### src/rtl/vga_timing_pkg.sv
// Shared TinyVGA timing defaults, PMOD bit positions, FSM states and frame statistics type.
// Latency: n/a. Backpressure: n/a.
package vga_timing_pkg;

  localparam int H_ACTIVE_DEF = 640;
  localparam int H_BACK_DEF   = 48;
  localparam int H_TOTAL_DEF  = 800;
  localparam int V_ACTIVE_DEF = 480;
  localparam int V_BACK_DEF   = 33;

  // vga_in = {hsync, B[0], G[0], R[0], vsync, B[1], G[1], R[1]}
  localparam int         HSYNC_BIT = 7;
  localparam int         VSYNC_BIT = 3;
  localparam logic [7:0] RGB_MASK  = 8'h77;
  localparam logic [7:0] VGA_IDLE  = 8'h88;

  localparam logic [9:0]  CNT_MAX = 10'h3FF;
  localparam logic [18:0] LIT_MAX = 19'h7FFFF;

  typedef enum logic [1:0] {HUNT, ARM, LOCKED} state_t;

  typedef struct packed {
    logic [9:0]  min_x;
    logic [9:0]  max_x;
    logic [9:0]  min_y;
    logic [9:0]  max_y;
    logic [18:0] count;
  } frame_stats_t;

  localparam frame_stats_t STATS_CLEAR = '{
    min_x: CNT_MAX, max_x: 10'd0, min_y: CNT_MAX, max_y: 10'd0, count: 19'd0
  };

  function automatic logic [9:0] sat_inc(input logic [9:0] v);
    return (v == CNT_MAX) ? v : v + 10'd1;
  endfunction

endpackage

### src/rtl/vga_sync_tracker.sv
// Registers vga_in once, recovers sync edges and pixel coordinates; lit/x/y describe the registered pixel.
// Latency: 1 cycle from vga_in to lit/x/y. Backpressure: none, free-running monitor.
module vga_sync_tracker
  import vga_timing_pkg::*;
#(
  parameter int H_ACTIVE = H_ACTIVE_DEF,
  parameter int H_BACK   = H_BACK_DEF,
  parameter int V_ACTIVE = V_ACTIVE_DEF,
  parameter int V_BACK   = V_BACK_DEF
) (
  input  logic       clk,
  input  logic       rst_n,
  input  logic [7:0] vga_in,
  output logic       hs_rise,
  output logic       vs_rise,
  output logic       lit,
  output logic [9:0] x,
  output logic [9:0] y,
  output logic [9:0] hcnt_last
);

  localparam logic [9:0] H_LO = 10'(H_BACK);
  localparam logic [9:0] H_HI = 10'(H_BACK + H_ACTIVE);
  localparam logic [9:0] V_LO = 10'(V_BACK);
  localparam logic [9:0] V_HI = 10'(V_BACK + V_ACTIVE);

  logic [7:0] s_q;
  logic       hs_prev_q;
  logic       vs_prev_q;
  logic [9:0] hcnt_q;
  logic [9:0] vcnt_q;
  logic [9:0] hcnt;
  logic [9:0] vcnt;
  logic       active;

  // Idle reset value keeps the first sample after reset from looking like a sync edge.
  always_ff @(posedge clk or negedge rst_n) begin
    if (!rst_n) begin
      s_q       <= VGA_IDLE;
      hs_prev_q <= 1'b1;
      vs_prev_q <= 1'b1;
      hcnt_q    <= CNT_MAX;
      vcnt_q    <= CNT_MAX;
    end else begin
      s_q       <= vga_in;
      hs_prev_q <= s_q[HSYNC_BIT];
      vs_prev_q <= s_q[VSYNC_BIT];
      hcnt_q    <= hcnt;
      vcnt_q    <= vcnt;
    end
  end

  always_comb begin
    hs_rise = s_q[HSYNC_BIT] & ~hs_prev_q;
    vs_rise = s_q[VSYNC_BIT] & ~vs_prev_q;
    hcnt    = hs_rise ? 10'd0 : sat_inc(hcnt_q);
    vcnt    = vcnt_q;
    if (vs_rise) begin
      vcnt = 10'd0;
    end else if (hs_rise) begin
      vcnt = sat_inc(vcnt_q);
    end
    active = (hcnt >= H_LO) && (hcnt < H_HI) && (vcnt >= V_LO) && (vcnt < V_HI);
    lit    = active && (|(s_q & RGB_MASK));
    x      = hcnt - H_LO;
    y      = vcnt - V_LO;
  end

  assign hcnt_last = hcnt_q;

endmodule

### src/rtl/vga_frame_analyzer.sv
// Locks onto TinyVGA timing, checks line length and reports per-frame lit-pixel bounding box and count.
// Latency: frame_valid 2 cycles after the vsync rise on vga_in. Backpressure: none, results hold until next report.
module vga_frame_analyzer
  import vga_timing_pkg::*;
#(
  parameter int H_ACTIVE = H_ACTIVE_DEF,
  parameter int H_BACK   = H_BACK_DEF,
  parameter int H_TOTAL  = H_TOTAL_DEF,
  parameter int V_ACTIVE = V_ACTIVE_DEF,
  parameter int V_BACK   = V_BACK_DEF
) (
  input  logic        clk,
  input  logic        rst_n,
  input  logic [7:0]  vga_in,
  output logic        locked,
  output logic        sync_err,
  output logic        frame_valid,
  output logic        found,
  output logic [9:0]  min_x,
  output logic [9:0]  max_x,
  output logic [9:0]  min_y,
  output logic [9:0]  max_y,
  output logic [18:0] lit_count
);

  // hcnt_last holds the count of the final pixel of the line, i.e. period - 1.
  localparam logic [9:0] H_LAST = 10'(H_TOTAL - 1);

  logic         hs_rise;
  logic         vs_rise;
  logic         lit;
  logic [9:0]   px;
  logic [9:0]   py;
  logic [9:0]   hcnt_last;
  logic         len_bad;
  state_t       state_q;
  logic         hs_chk_q;
  frame_stats_t acc_q;
  frame_stats_t res_q;

  vga_sync_tracker #(
    .H_ACTIVE (H_ACTIVE),
    .H_BACK   (H_BACK),
    .V_ACTIVE (V_ACTIVE),
    .V_BACK   (V_BACK)
  ) u_tracker (
    .clk       (clk),
    .rst_n     (rst_n),
    .vga_in    (vga_in),
    .hs_rise   (hs_rise),
    .vs_rise   (vs_rise),
    .lit       (lit),
    .x         (px),
    .y         (py),
    .hcnt_last (hcnt_last)
  );

  assign len_bad = hs_rise && hs_chk_q && (hcnt_last != H_LAST);

  always_ff @(posedge clk or negedge rst_n) begin
    if (!rst_n) begin
      state_q     <= HUNT;
      hs_chk_q    <= 1'b0;
      acc_q       <= STATS_CLEAR;
      res_q       <= STATS_CLEAR;
      found       <= 1'b0;
      locked      <= 1'b0;
      sync_err    <= 1'b0;
      frame_valid <= 1'b0;
    end else begin
      sync_err    <= 1'b0;
      frame_valid <= 1'b0;
      if (lit) begin
        if (px < acc_q.min_x) acc_q.min_x <= px;
        if (px > acc_q.max_x) acc_q.max_x <= px;
        if (py < acc_q.min_y) acc_q.min_y <= py;
        if (py > acc_q.max_y) acc_q.max_y <= py;
        if (acc_q.count != LIT_MAX) acc_q.count <= acc_q.count + 19'd1;
      end
      if (hs_rise) hs_chk_q <= 1'b1;
      case (state_q)
        HUNT: begin
          acc_q    <= STATS_CLEAR;
          hs_chk_q <= 1'b0;
          if (vs_rise) state_q <= ARM;
        end
        ARM: begin
          if (len_bad) begin
            sync_err <= 1'b1;
            state_q  <= HUNT;
          end else if (vs_rise) begin
            state_q <= LOCKED;
            locked  <= 1'b1;
            acc_q   <= STATS_CLEAR;
          end
        end
        LOCKED: begin
          if (len_bad) begin
            sync_err <= 1'b1;
            locked   <= 1'b0;
            state_q  <= HUNT;
          end else if (vs_rise) begin
            res_q       <= acc_q;
            found       <= (acc_q.count != 19'd0);
            frame_valid <= 1'b1;
            acc_q       <= STATS_CLEAR;
          end
        end
        default: state_q <= HUNT;
      endcase
    end
  end

  assign min_x     = res_q.min_x;
  assign max_x     = res_q.max_x;
  assign min_y     = res_q.min_y;
  assign max_y     = res_q.max_y;
  assign lit_count = res_q.count;

endmodule
### config.mk
export PLATFORM = sky130hd
export DESIGN_NAME = vga_frame_analyzer
export DESIGN_NICKNAME = d
export VERILOG_FILES = /design/src/rtl/vga_timing_pkg.sv /design/src/rtl/vga_sync_tracker.sv /design/src/rtl/vga_frame_analyzer.sv
export SDC_FILE = /design/constraint.sdc
export NUM_CORES = 1
export LEC_CHECK = 0
export CAP_MARGIN = 30
export CELL_PAD_IN_SITES_DETAIL_PLACEMENT = 2
export CELL_PAD_IN_SITES_GLOBAL_PLACEMENT = 2
export CORE_MARGIN = 8
export CORE_UTILIZATION = 40
export DETAILED_ROUTE_END_ITERATION = 8
export PLACE_DENSITY_LB_ADDON = 0.3
export SLEW_MARGIN = 0
export SYNTH_ARGS = -nofsm -noshare
export SYNTH_HDL_FRONTEND = slang
export SYNTH_SLANG_ARGS = --single-unit
### constraint.sdc
create_clock -name clk -period 7.7 [get_ports clk]
set_input_delay 1.155 -clock clk [delete_from_list [all_inputs] [get_ports clk]]
set_output_delay 1.155 -clock clk [all_outputs]
set_load 0.05 [all_outputs]
Word-level counts from Yosys, hierarchy flattened
Index checks and enable logic that the tools add are counted.
- $add $sub $neg: 5
- multipliers: 0
- divide/modulo/power cells: 0
- order comparisons: 8
- equality and inequality tests: 11
- shift operators: 0
- mux-type cells: 30
- bitwise logic cells: 5
- reduce and logical (&&, ||, !) cells: 15
- operators with widths (kind ; number):
    2-to-1 mux 59 bit ; 3
    one-hot mux 59 bit (2 select lines) ; 1
    2-to-1 mux 10 bit ; 9
    adder 10 x 1 -> 10 bit (second input constant) ; 2
    == test 10 bit (second input constant) ; 2
    greater-or-equal comparator 10 x 6 -> 1 bit (second input constant) ; 2
    > comparator 10 bit ; 2
    < comparator 10 bit ; 2
    < comparator 10 bit (second input constant) ; 2
    subtractor 10 x 6 -> 10 bit (second input constant) ; 2
    adder 19 x 1 -> 19 bit (second input constant) ; 1
    2-to-1 mux 19 bit ; 1
    != test 19 bit (second input constant) ; 1
    nonzero test 19 bit ; 1
    2-to-1 mux 1 bit ; 10
    != test 10 bit (second input constant) ; 1
    2-to-1 mux 2 bit ; 4
    logical AND 1 bit ; 6
    one-hot mux 2 bit (3 select lines) ; 1
    AND reduction 3 bit ; 2
    OR reduction 6 bit ; 1
    != test 2 x 1 -> 1 bit (second input constant) ; 2
    != test 2 bit (second input constant) ; 2
    AND reduction 4 bit ; 1
    other kinds (9) ; 13
- flip-flop bits (word level): 155
- bits in latches: 0
- RAM bits: 0
- memory bits (read-only): 0
- word-level logic and storage cells: 95
- memories: 0

Depth between registers and ports, before layout
Gate-level depths: netlist of run 1.
- word-level depth: 12
- gate-level depth with buffers: 20
- depth with buffers taken out: 19

By module
A second synthesis of run 1 with hierarchy kept.
- cell total of the unflattened synthesis: 809
- area total of the unflattened synthesis: 8640.8 sq um
- by module, submodules not included (module ; times used ; cells an instance ; area an instance (sq um) ; seq. area each (sq um)):
    vga_frame_analyzer ; 1 ; 619 ; 6703.9 ; 3178.0
    vga_sync_tracker ; 1 ; 190 ; 1936.9 ; 780.7

Least setup slack after synthesis of run 1
Ideal clock, no wire load.
- path type: reg2reg
- from: register u_tracker.vcnt_q[3]
- to: register acc_q[21] (netlist bit)
- data arrival time: 3.843 ns
- data required time: 7.606 ns
- path slack: 3.763 ns
- cell stages (with the launch flop): 21
- cell sequence: dfstp_2 buf_2 and4_1 buf_2 a31oi_1 xnor2_1 nor2_1 inv_1 ha_1 nor4b_4 a211o_1 o211ai_1 ha_1 nand4_1 nor2_1 a221oi_1 o21ai_0 nand2_1 or3_1 buf_6 a211oi_1
- word-level cells in the longest chain between the ends: 12
- RTL lines (item ; RTL line ; source):
    start, declared ; vga_sync_tracker.sv:31 ; logic [9:0] vcnt_q;
    start signal, assigned ; vga_sync_tracker.sv:49 ; vcnt_q <= vcnt;
    == test 10 bit * ; vga_timing_pkg.sv:35 ; return (v == CNT_MAX) ? v : v + 10'd1;
    2-to-1 mux 10 bit * ; vga_timing_pkg.sv:35 ;
    2-to-1 mux 10 bit * ; vga_sync_tracker.sv:60 ; end else if (hs_rise) begin
    2-to-1 mux 10 bit * ; vga_sync_tracker.sv:58 ; if (vs_rise) begin
    net u_tracker.vcnt[0] ; vga_sync_tracker.sv:33 ; logic [9:0] vcnt;
    parallel branches: the longest is 4 deep, another holds subtractor 10 x 6 -> 10 bit ; - ;
    2-to-1 mux 59 bit * ; vga_frame_analyzer.sv:73 ; if (lit) begin
    2-to-1 mux 59 bit ; vga_frame_analyzer.sv:91, vga_frame_analyzer.sv:102 ;
    2-to-1 mux 59 bit ; vga_frame_analyzer.sv:88 ; if (len_bad) begin
    one-hot mux 59 bit (2 select lines) * ; vga_frame_analyzer.sv:81 ; case (state_q)
    end, declared ; vga_frame_analyzer.sv:38 ; frame_stats_t acc_q;
Mark *: on every way through the listed nets, which the timed path passes.
A chain may end at the register's enable or synchronous reset.

Worst setup path in the final report of run 1
- from: register u_tracker.vcnt_q[3]
- to: register acc_q[30] (netlist bit)
- word-level cells in the longest chain between the ends: 12
- RTL lines (item ; RTL line):
    == test 10 bit * ; vga_timing_pkg.sv:35
    2-to-1 mux 10 bit * ; vga_timing_pkg.sv:35
    2-to-1 mux 10 bit * ; vga_sync_tracker.sv:60
    2-to-1 mux 10 bit * ; vga_sync_tracker.sv:58
    net u_tracker.vcnt[0] ; vga_sync_tracker.sv:33
    parallel branches: the longest is 4 deep, another holds subtractor 10 x 6 -> 10 bit ; -
    2-to-1 mux 59 bit * ; vga_frame_analyzer.sv:73
    2-to-1 mux 59 bit ; vga_frame_analyzer.sv:91, vga_frame_analyzer.sv:102
    2-to-1 mux 59 bit ; vga_frame_analyzer.sv:88
    one-hot mux 59 bit (2 select lines) * ; vga_frame_analyzer.sv:81
Marks and branches as above.

==> run_results.csv, run 1 <==
group,metric,value,unit
power,seqPwrFrac,34.9,%
global_routing,grt_pass1_wl,47520,µm
synthesis,synth_top_area_share,26.49,%
timing,fin_crit_sh,68.08,%
timing,relSlewSlack,32.74,%
power,p_leak,4.233,nW
timing,fin_setup_tns,0,ps
routing,vias,7463,
routing,viasPerCell,6.063,
clocking,clock_path_buffers,2,
placement,place_ws,2614,ps
global_routing,grt_pass1_vias,8361,
setup_path,path_cells,"and4_1 > a31oi_1 > xnor2_1 > nor2_1 > inv_1 > ha_1 > nor4b_4 > a21oi_1 > xnor2_1 > ha_1 > o211ai_1 > a21oi_1 > a211oi_2 > inv_1 > nor4_1 > o31a_1",
floorplanning,fp-row-count,53,
synthesis,yosysMostFrequentCell,"dfrtp_1",
clocking,clk_pin_slew_worst_paths,60,ps
placement,routabilityCongestion,0.8236,
layout,nFillCells,2213,
setup_path,cp-start-kind,"register",
synthesis,synth.distinct_cells,65,
power,clkPwrFrac,27.4,%
synthesis,yosysTopAreaCell,"dfrtp_1",
routing,drc_errors,0,
global_routing,met3_usage,3.564,%
routing,route.final.wire_length,29260,µm
setup_path,critical_path_class,"register to register",
timing,clock.fmax,190.8,MHz
clocking,cts_resized,0,
synthesis,ys_seq_elements,155,
setup_path,critPathSlowestCell,"a211oi_2",
global_routing,gr-usage-met2,37.80,%
synthesis,ys_top_cells_by_area,"dfrtp_1 26%, dfstp_2 20%, ha_1 7.1%",
timing,tightestPinTransition,1009,ps
clocking,clock-sinks,155,
layout,diodes,0,
placement,port_buffers,72,
setup_path,arrival,5620,ps
clocking,cts_setup_buffers,0,
floorplanning,initial_core_util,40.76,%
global_routing,antenna_found_initial,1,
timing,setup_viol,0,
setup_path,required,8070,ps
power,internal_power,1.932,mW
setup_path,crit_fanout,16,
layout,nets,1002,
synthesis,syn-num-nets,948,
global_routing,grtUsageTotal,22.54,%
timing,hold_viol,0,
timing,hold_ws,381.3,ps
timing,fin_worst_skew,8.321,ps
synthesis,syn_area_per_cell,9.669,µm²
job,max_cap_viol_count,0,
routing,firstDrtPassIters,4,
clocking,cts_tree,"done",
global_routing,grt_max_degree,94,
power,p_sw_share,40.32,%
clocking,cts_root_buffer,"clkbuf_16",
clocking,ctsHoldBuffers,0,
synthesis,synth-edff-count,0,
timing,rsz0062_at_grt,"no",
clocking,clk_latency,440,ps
timing,report.final.slew_viol_count,0,
power,p_sw,1.306,mW
global_routing,grt-ovfl-total,0,
global_routing,use_met1,28.97,%
floorplanning,die_height,162.6,µm
synthesis,syn_area,8596,µm²
clocking,cts-buffers-inserted,17,
timing,min_period,5242,ps
synthesis,yosys_warnings,0,
global_routing,busiest_layer,"met2",
run_status,status,"finished clean",
synthesis,syn-instance-count,889,
routing,final_antenna_net_count,0,
layout,multi_input_area,4195,µm²
power,power_density,317.0,nW/µm²
power,pwr-share-comb,37.7,%
floorplanning,coreArea,21090,µm²
setup_path,max_stage_delay,780,ps
synthesis,synthArstFlopShare,100.0,%
synthesis,synthTopCellsByCount,"91 x dfrtp_1, 81 x nand2_1, 64 x dfstp_2",
layout,drive_above_1_share,15.59,%
synthesis,synth_ff_type,"dfrtp_1",
setup_path,critPathCaptureType,"register",
hold_path,hold_path.class,"register to register",
routing,wl_per_cell,23.77,µm
layout,syn2layout_area_growth,18.85,%
floorplanning,die_area,26440,µm²
layout,regArea,3959,µm²
placement,place_hpwl,19100,µm
floorplanning,boundaryPins,73,
floorplanning,die_x,162.6,µm
timing,worst_slack,2458,ps
clocking,htree_levels,4,
routing,drt-initial-drc-count,357,
power,peakVddDrop,161.7,µV
synthesis,yosysSeqAreaShare,46.06,%
-- metrics by stage --
step / std cells / area (µm²) / util [%] / power (mW)
2_1_floorplan: 889 / 8596 / - / 1.890
3_3_place_gp: 1195 / 9520 / 45.15 / 2.238
3_5_place_dp: 1196 / 9548 / 45.28 / 2.302
4_1_cts: 1228 / 10150 / 48.15 / 3.230
5_1_grt: 1231 / 10220 / 48.45 / 3.399
6_report: 1231 / 10220 / 48.45 / 3.238
-- flip-flops by register name, indices dropped and copies added, names as in the netlist --
signal / flops
acc_q: 59
found: 1
frame_valid: 1
hs_chk_q: 1
lit_count: 19
locked: 1
max_x: 10
max_y: 10
min_x: 10
min_y: 10
state_q: 2
sync_err: 1
u_tracker.hcnt_last: 10
u_tracker.hs_prev_q: 1
u_tracker.s_q: 8
u_tracker.vcnt_q: 10
u_tracker.vs_prev_q: 1
-- worst paths after layout --
| path | startpoint | to | slack [ps] | depth (start not counted) |
|---|---|---|---|---|
| max reg2reg | u_tracker.vcnt_q[3]$_DFF_PN1_ | acc_q[30]$_DFF_PN1_ | 2460 | 16 |
| max in group asynchronous | rst_n | acc_q[45]$_DFF_PN0_ | 5790 | 3 |
| max | u_tracker.vcnt_q[3]$_DFF_PN1_ | acc_q[30]$_DFF_PN1_ | 2460 | 16 |
| min | u_tracker.s_q[3]$_DFF_PN1_ | u_tracker.vs_prev_q$_DFF_PN1_ | 380 | 0 |
| min in group asynchronous | rst_n | acc_q[27]$_DFF_PN0_ | 730 | 2 |
| min reg2reg | u_tracker.s_q[3]$_DFF_PN1_ | u_tracker.vs_prev_q$_DFF_PN1_ | 380 | 0 |
-- routing by layer --
layer / wire [µm] / vias to the layer above
li1: - / 3398
met1: 13240 / 3856
met2: 14310 / 149
met3: 891 / 58
met4: 805 / 2
met5: 13 / -
-- placed cells by master, fill, tap and decap left out, types with 11 or more instances in the layout --
cell,count
dfstp_2,64
nand4_1,35
dfrtp_1,91
nand2b_1,12
nand3_1,26
clkdlybuf4s50_1,71
and2_1,11
mux2_2,21
o21ai_0,55
ha_1,49
a31oi_1,24
inv_1,63
nor4_1,46
xnor2_1,11
a21oi_1,32
nor3_1,35
o31ai_1,18
a21o_1,14
nor2_1,28
nand2_1,80
clkbuf_16,17
-- worst max-delay path, delay by kind of cell (launching register included) --
family                     cells  cell delay, ps
AOI/OAI and AO/OA              6            1680
and+or+nand+nor                4            1270
xor gates and xnor gates       2             790
DFF                            1             600
adders and majority gates      2             530
buffers and inverters          2             310
-- power by group through the flow --
| stage | sequential [mW] | clock [mW] | combinational, mW |
|---|---|---|---|
| final | 1.13 | 0.886 | 1.22 |
| after detailed placement | 1.14 | 0 | 1.16 |
| after global placement | 1.13 | 0 | 1.11 |
| after global routing | 1.15 | 0.930 | 1.32 |
| after floorplan | 1.29 | 0 | 0.598 |
| after CTS | 1.13 | 0.903 | 1.20 |
-- logic make-up after synthesis --
family                     synth area share [%]
AOI/OAI and AO/OA                         15.94
xor gates and xnor gates                  1.121
adders and majority gates                 7.132
buffers and inverters                     5.415
DFF                                       46.06
muxes                                     3.799
and+or+nand+nor                           20.54
-- cell type report --
cell class                 instances  area share [%]
timing repair buffer              84           8.536
clock inverter                    11           1.323
clock buffer                      21           4.605
tap                              275           3.368
sequential                       155           38.75
multi-input combinational        621           41.07
inverter                          64           2.352
Power figures use the tool's default switching activity.
==> run 2, diff against run 1 <==
--- a/config.mk
+++ b/config.mk
@@ -9,7 +9,7 @@
 export CELL_PAD_IN_SITES_DETAIL_PLACEMENT = 2
 export CELL_PAD_IN_SITES_GLOBAL_PLACEMENT = 2
 export CORE_MARGIN = 8
-export CORE_UTILIZATION = 40
+export CORE_UTILIZATION = 34
 export DETAILED_ROUTE_END_ITERATION = 8
 export PLACE_DENSITY_LB_ADDON = 0.3
 export SLEW_MARGIN = 0
==> constraint.sdc (replaced) <==
create_clock -name clk -period 4.4 [get_ports clk]
set_input_delay 0.66 -clock clk [delete_from_list [all_inputs] [get_ports clk]]
set_output_delay 0.66 -clock clk [all_outputs]
set_load 0.05 [all_outputs]
==> run_results.csv, run 2 (synthesis gave the netlist of run 1 again) <==
group,metric,value,unit
clocking,clock_path_buffers,2,
routing,final_antenna_net_count,0,
layout,largest_reg_flops,59,
hold_path,min_from,"u_tracker.s_q[3]$_DFF_PN1_",
timing,tightestPinTransition,980.8,ps
layout,postLayoutCellArea,10720,µm²
timing,relSlewSlack,34.33,%
timing,fin_setup_tns,0,ps
setup_path,timing.critical_path.mode_cell,"buf_4",
floorplanning,fp-row-count,58,
layout,final_core_utilization,42.80,%
floorplanning,die_area,30630,µm²
global_routing,grtUsageTotal,18.93,%
global_routing,grt_pass1_vias,8510,
clocking,cts_tree,"done",
setup_path,required,4740,ps
placement,routabilityCongestion,0.8046,
timing,hold_ws,375.3,ps
global_routing,antenna_found_initial,0,
floorplanning,boundaryPins,73,
setup_path,arrival,4540,ps
clocking,cts-buffers-inserted,17,
setup_path,timing.rr.start,"u_tracker.vcnt_q[0]$_DFF_PN1_",
routing,firstDrtPassIters,4,
timing,hold_viol,0,
setup_path,critical_path_class,"register to register",
layout,syn2layout_area_growth,24.66,%
placement,place_area,9902,µm²
setup_path,critPathSlowestCell,"dfstp_2",
timing,fin_crit_sh,95.63,%
layout,layout_common_cells,"91 x dfrtp_1, 80 x nand2_1, 71 x clkdlybuf4s50_1",
setup_path,critPathBufInv,4,
hold_path,hold_path.class,"register to register",
setup_path,max_stage_delay,570,ps
setup_path,path_cells,"ha_2 > and2_4 > a31oi_4 > mux2i_1 > or2_2 > ha_1 > nor4b_4 > buf_4 > buf_4 > nand2_1 > o211ai_1 > buf_4 > ha_1 > nand4_1 > nor4_2 > a211oi_2 > buf_4 > nand3_1 > nor3_1 > nor4_1",
timing,fin_worst_skew,11.83,ps
placement,place_ws,-70.80,ps
job,max_cap_viol_count,0,
timing,report.final.slew_viol_count,0,
routing,drc_errors,0,
run_status,status,"finished clean",
setup_path,crit_fanout,12,
setup_path,critPathTopFamily,"simple AND/OR/NAND/NOR gates",
placement,port_buffers,72,
routing,wl_per_cell,21.71,µm
routing,route.final.wire_length,28990,µm
layout,top_register,"acc_q",
layout,nets,1051,
clocking,clk_pin_slew_worst_paths,70,ps
routing,vias,7591,
setup_path,crit_path_start,"u_tracker.vcnt_q[0]$_DFF_PN1_",
layout,nFillCells,2674,
timing,setup_viol,0,
clocking,clock-sinks,155,
global_routing,grt-ovfl-total,0,
clocking,cts_root_buffer,"clkbuf_16",
floorplanning,die_height,175,µm
timing,clock.fmax,237.7,MHz
setup_path,cp-start-kind,"register",
routing,viasPerCell,5.686,
placement,place_hpwl,19590,µm
layout,drive_above_1_share,21.39,%
timing,worst_slack,192.2,ps
clocking,htree_levels,4,
floorplanning,die_x,175,µm
global_routing,grt_pass1_wl,46940,µm
global_routing,grt_max_degree,98,
routing,drt-initial-drc-count,402,
clocking,clk_latency,440,ps
floorplanning,initial_core_util,34.33,%
setup_path,critPathCaptureType,"register",
timing,min_period,4208,ps
layout,diodes,0,
power,peakVddDrop,315.8,µV
layout,layout_commonest_cell,"dfrtp_1",
power,p_leak,4.476,nW
power,power_density,534.2,nW/µm²
floorplanning,coreArea,25040,µm²
-- run 2: cell types whose count changed in the layout (fill, tap and decap cells not counted), sizes merged --
cell and delta:
clkinvlp +2, clkbuf -3, inv +3, dlygate4sd3 +1, buf +48, clkinv -1
bufinv -1
-- run 2: repair_timing --
action	in CTS	in global routing
resized for setup	1	21
hold endpoints to repair	0	4
setup buffers	5	4
pin swaps	1	3
endpoints found under the setup margin	19	40
hold buffers	0	1
-- run 2: layout make-up --
class	count	area [µm²]	area share, %
Clock buffer	18	439.2	4.099
Multi-Input combinational cell	621	4278	39.92
Inverter	64	240.2	2.242
Sequential cell	155	3959	36.95
Clock inverter	14	151.4	1.413
Timing Repair Buffer	133	1235	11.52
Tap cell	330	412.9	3.853
-- run 2: path summary, 6_finish.rpt --
path                                                  to  slack (ps)  cells past startpoint
max reg2reg                          acc_q[31]$_DFF_PN1_         190                     20
min                        u_tracker.vs_prev_q$_DFF_PN1_         380                      0
max                                  acc_q[31]$_DFF_PN1_         190                     20
min in group asynchronous     u_tracker.s_q[4]$_DFF_PN0_         580                      2
min reg2reg                u_tracker.vs_prev_q$_DFF_PN1_         380                      0
max in group asynchronous           min_y[3]$_DFFE_PN1P_        2680                      4
-- run 2: report_power, final --
group	switching (mW)	total (mW)	leakage (nW)	internal, mW
Clock	0.697	1.51	0.277	0.815
Combinational	1.45	2.25	2.28	0.795
Sequential	0.166	1.96	1.92	1.80
-- run 2: through the flow --
| stage | instances | power [mW] |
|---|---|---|
| 6_report | 1335 | 5.725 |
| 2_1_floorplan | 889 | 3.307 |
| 3_3_place_gp | 1290 | 4.028 |
| 4_1_cts | 1328 | 5.700 |
| 5_1_grt | 1335 | 6.038 |
| 3_5_place_dp | 1291 | 4.124 |
-- run 2: routing by layer --
metal  up-vias  share of wire (%)  wire length [µm]  global-route usage (%)
met5         -                  0                 0                       0
met3        46                3.5              1012                   3.583
met1      3905                 45             12910                   23.82
met2       139                 50             14380                   32.17
li1       3501                  -                 -                       -
met4         0                2.3               677                   6.146
-- run 2: worst reg2reg max path, cell delays in order, from the launching register on --
cell,delay [ps]
dfstp_2,570
ha_2,220
and2_4,170
a31oi_4,90
mux2i_1,170
or2_2,330
ha_1,230
nor4b_4,150
buf_4,170
buf_4,120
nand2_1,90
o211ai_1,110
buf_4,170
ha_1,290
nand4_1,120
nor4_2,340
a211oi_2,150
buf_4,200
nand3_1,90
nor3_1,60
nor4_1,290
==> run 3, diff against run 2 <==
--- a/config.mk
+++ b/config.mk
@@ -9,8 +9,10 @@
 export CELL_PAD_IN_SITES_DETAIL_PLACEMENT = 2
 export CELL_PAD_IN_SITES_GLOBAL_PLACEMENT = 2
 export CORE_MARGIN = 8
-export CORE_UTILIZATION = 34
+export CORE_UTILIZATION = 37
+export CTS_CLUSTER_SIZE = 30
 export DETAILED_ROUTE_END_ITERATION = 8
+export DONT_BUFFER_PORTS = 1
 export PLACE_DENSITY_LB_ADDON = 0.3
 export SLEW_MARGIN = 0
 export SYNTH_ARGS = -nofsm -noshare
==> run_results.csv, run 3 (synthesis gave the netlist of run 1 again) <==
group,metric,value,unit
layout,layout_commonest_cell,"dfrtp_1",
routing,vias,7295,
job,max_cap_viol_count,0,
routing,route.final.wire_length,28730,µm
run_status,status,"finished clean",
layout,drive_above_1_share,23.66,%
power,p_leak,4.211,nW
power,p_sw,2.268,mW
floorplanning,die_x,168.4,µm
global_routing,antenna_found_initial,0,
timing,clock.fmax,237.6,MHz
setup_path,critPathCaptureType,"register",
clocking,clk_latency,440,ps
routing,viasPerCell,6.004,
floorplanning,fp-row-count,55,
routing,routed-wl-met3,1177,µm
timing,tightestPinTransition,968.4,ps
clocking,cts_root_buffer,"clkbuf_16",
power,power_density,557.5,nW/µm²
power,p_sw_share,40.75,%
clocking,clk_pin_slew_worst_paths,70,ps
routing,wl_per_cell,23.64,µm
clocking,htree_levels,4,
clocking,cts_tree,"done",
routing,drt-initial-drc-count,434,
clocking,clock-sinks,155,
setup_path,critical_path_class,"register to register",
global_routing,grt_pass1_vias,8073,
power,peakVddDrop,246.1,µV
setup_path,cp-start-kind,"register",
floorplanning,initial_core_util,37.85,%
setup_path,required,4680,ps
timing,fin_crit_sh,95.65,%
floorplanning,boundaryPins,73,
routing,firstDrtPassIters,5,
hold_path,hold_path.class,"input port to asynchronous set/reset pin",
routing,drc_errors,0,
global_routing,grt_pass1_wl,46420,µm
floorplanning,coreArea,22710,µm²
setup_path,crit_fanout,8,
layout,top_register,"acc_q",
timing,fin_worst_skew,10.96,ps
timing,hold_viol,0,
placement,port_buffers,0,
layout,syn2layout_area_growth,16.17,%
power,pwr-share-comb,31.4,%
floorplanning,die_height,168.4,µm
layout,diodes,0,
routing,final_antenna_net_count,0,
timing,min_period,4209,ps
power,clkPwrFrac,27.1,%
floorplanning,die_area,28370,µm²
global_routing,grtUsageTotal,20.65,%
layout,layout_common_cells,"91 x dfrtp_1, 80 x nand2_1, 64 x dfstp_2",
clocking,cts-buffers-inserted,17,
timing,report.final.slew_viol_count,0,
layout,final_core_utilization,43.97,%
routing,top_layer,"met4",
timing,setup_viol,0,
layout,largest_reg_flops,59,
timing,relSlewSlack,35.44,%
global_routing,grt-ovfl-total,0,
placement,place_hpwl,19340,µm
power,seqPwrFrac,41.5,%
routing,route.met2.wl,14100,µm
setup_path,arrival,4490,ps
routing,wl_met1,12840,µm
placement,routabilityCongestion,0.8540,
timing,hold_ws,70.27,ps
layout,nets,976,
clocking,clock_path_buffers,2,
global_routing,grt_max_degree,92,
power,internal_power,3.298,mW
layout,nFillCells,2407,
run 3: cell count changes in the layout (fill, tap and decap cells not counted), sizes merged:
cell,previous run,this run
buf,61,58
inv,70,71
dlygate4sd3,1,0
clkdlybuf4s50,71,0
clkinvlp,4,2
clkbuf,18,20
clkinv,3,2
run 3: critical path, stage by stage (launching register included):
cell      delay, ps
dfstp_2         580
ha_2            220
and2_4          170
a31oi_4         120
mux2i_2         190
or2_2           320
ha_1            230
nor4b_4         140
buf_4           190
a211o_1         290
o211ai_1         90
buf_4           160
ha_1            140
nand4_1         130
nor2_2          140
a221oi_1         90
o21ai_1          90
nand2_1          90
buf_4           180
nor4_1          440
a211oi_2         80
run 3: per-layer routing:
| layer | vias to the layer above | GRT usage, % |
|---|---|---|
| li1 | 3343 | - |
| met1 | 3777 | 26.39 |
| met2 | 137 | 34.42 |
| met3 | 38 | 4.186 |
| met4 | 0 | 6.755 |
| met5 | - | 0 |
run 3: final timing paths:
path | start | depth (start not counted) | end | slack, ps
min reg2reg | u_tracker.s_q[3]$_DFF_PN1_ | 0 | u_tracker.vs_prev_q$_DFF_PN1_ | 380
min in group clk | vga_in[3] | 0 | u_tracker.s_q[3]$_DFF_PN1_ | 210
max in group asynchronous | rst_n | 1 | acc_q[46]$_DFF_PN0_ | 3810
max | u_tracker.vcnt_q[0]$_DFF_PN1_ | 20 | acc_q[27]$_DFF_PN0_ | 190
min | rst_n | 0 | u_tracker.s_q[3]$_DFF_PN1_ | 70
max reg2reg | u_tracker.vcnt_q[0]$_DFF_PN1_ | 20 | acc_q[27]$_DFF_PN0_ | 190
run 3: per-stage QoR:
step	instance area [µm²]	worst slack, ps	total power, mW	setup TNS, ps	cells
2_1_floorplan	8596	462.9	3.307	0	889
3_3_place_gp	9129	233.5	3.874	0	1173
3_5_place_dp	9156	53.12	3.959	0	1174
4_1_cts	9803	5.400	5.531	0	1210
5_1_grt	9986	-44.08	5.879	-137.3	1215
6_report	9986	191.4	5.567	0	1215
run 3: what timing repair did:
item,CTS,global route
gates cloned,0,0
endpoints found under the setup margin,20,39
hold endpoints to repair,91,0
buffers inserted,3,4
pin swaps,1,2
resized for setup,3,29
hold buffers,1,0
run 3: layout make-up:
cell class / instances / area [µm²] / area share, %
Multi-Input combinational cell: 621 / 4324 / 43.30
Tap cell: 285 / 356.6 / 3.571
Clock inverter: 12 / 125.1 / 1.253
Inverter: 64 / 240.2 / 2.406
Timing Repair Buffer: 58 / 524.3 / 5.250
Sequential cell: 155 / 3959 / 39.64
Clock buffer: 20 / 456.7 / 4.573
run 3: power groups by stage:
stage	clock, mW	sequential (mW)	combinational [mW]
global placement	0	2.33	1.55
CTS	1.54	2.32	1.68
global route	1.59	2.35	1.95
floorplan	0	2.26	1.05
finish	1.51	2.31	1.75
detailed placement	0	2.34	1.62
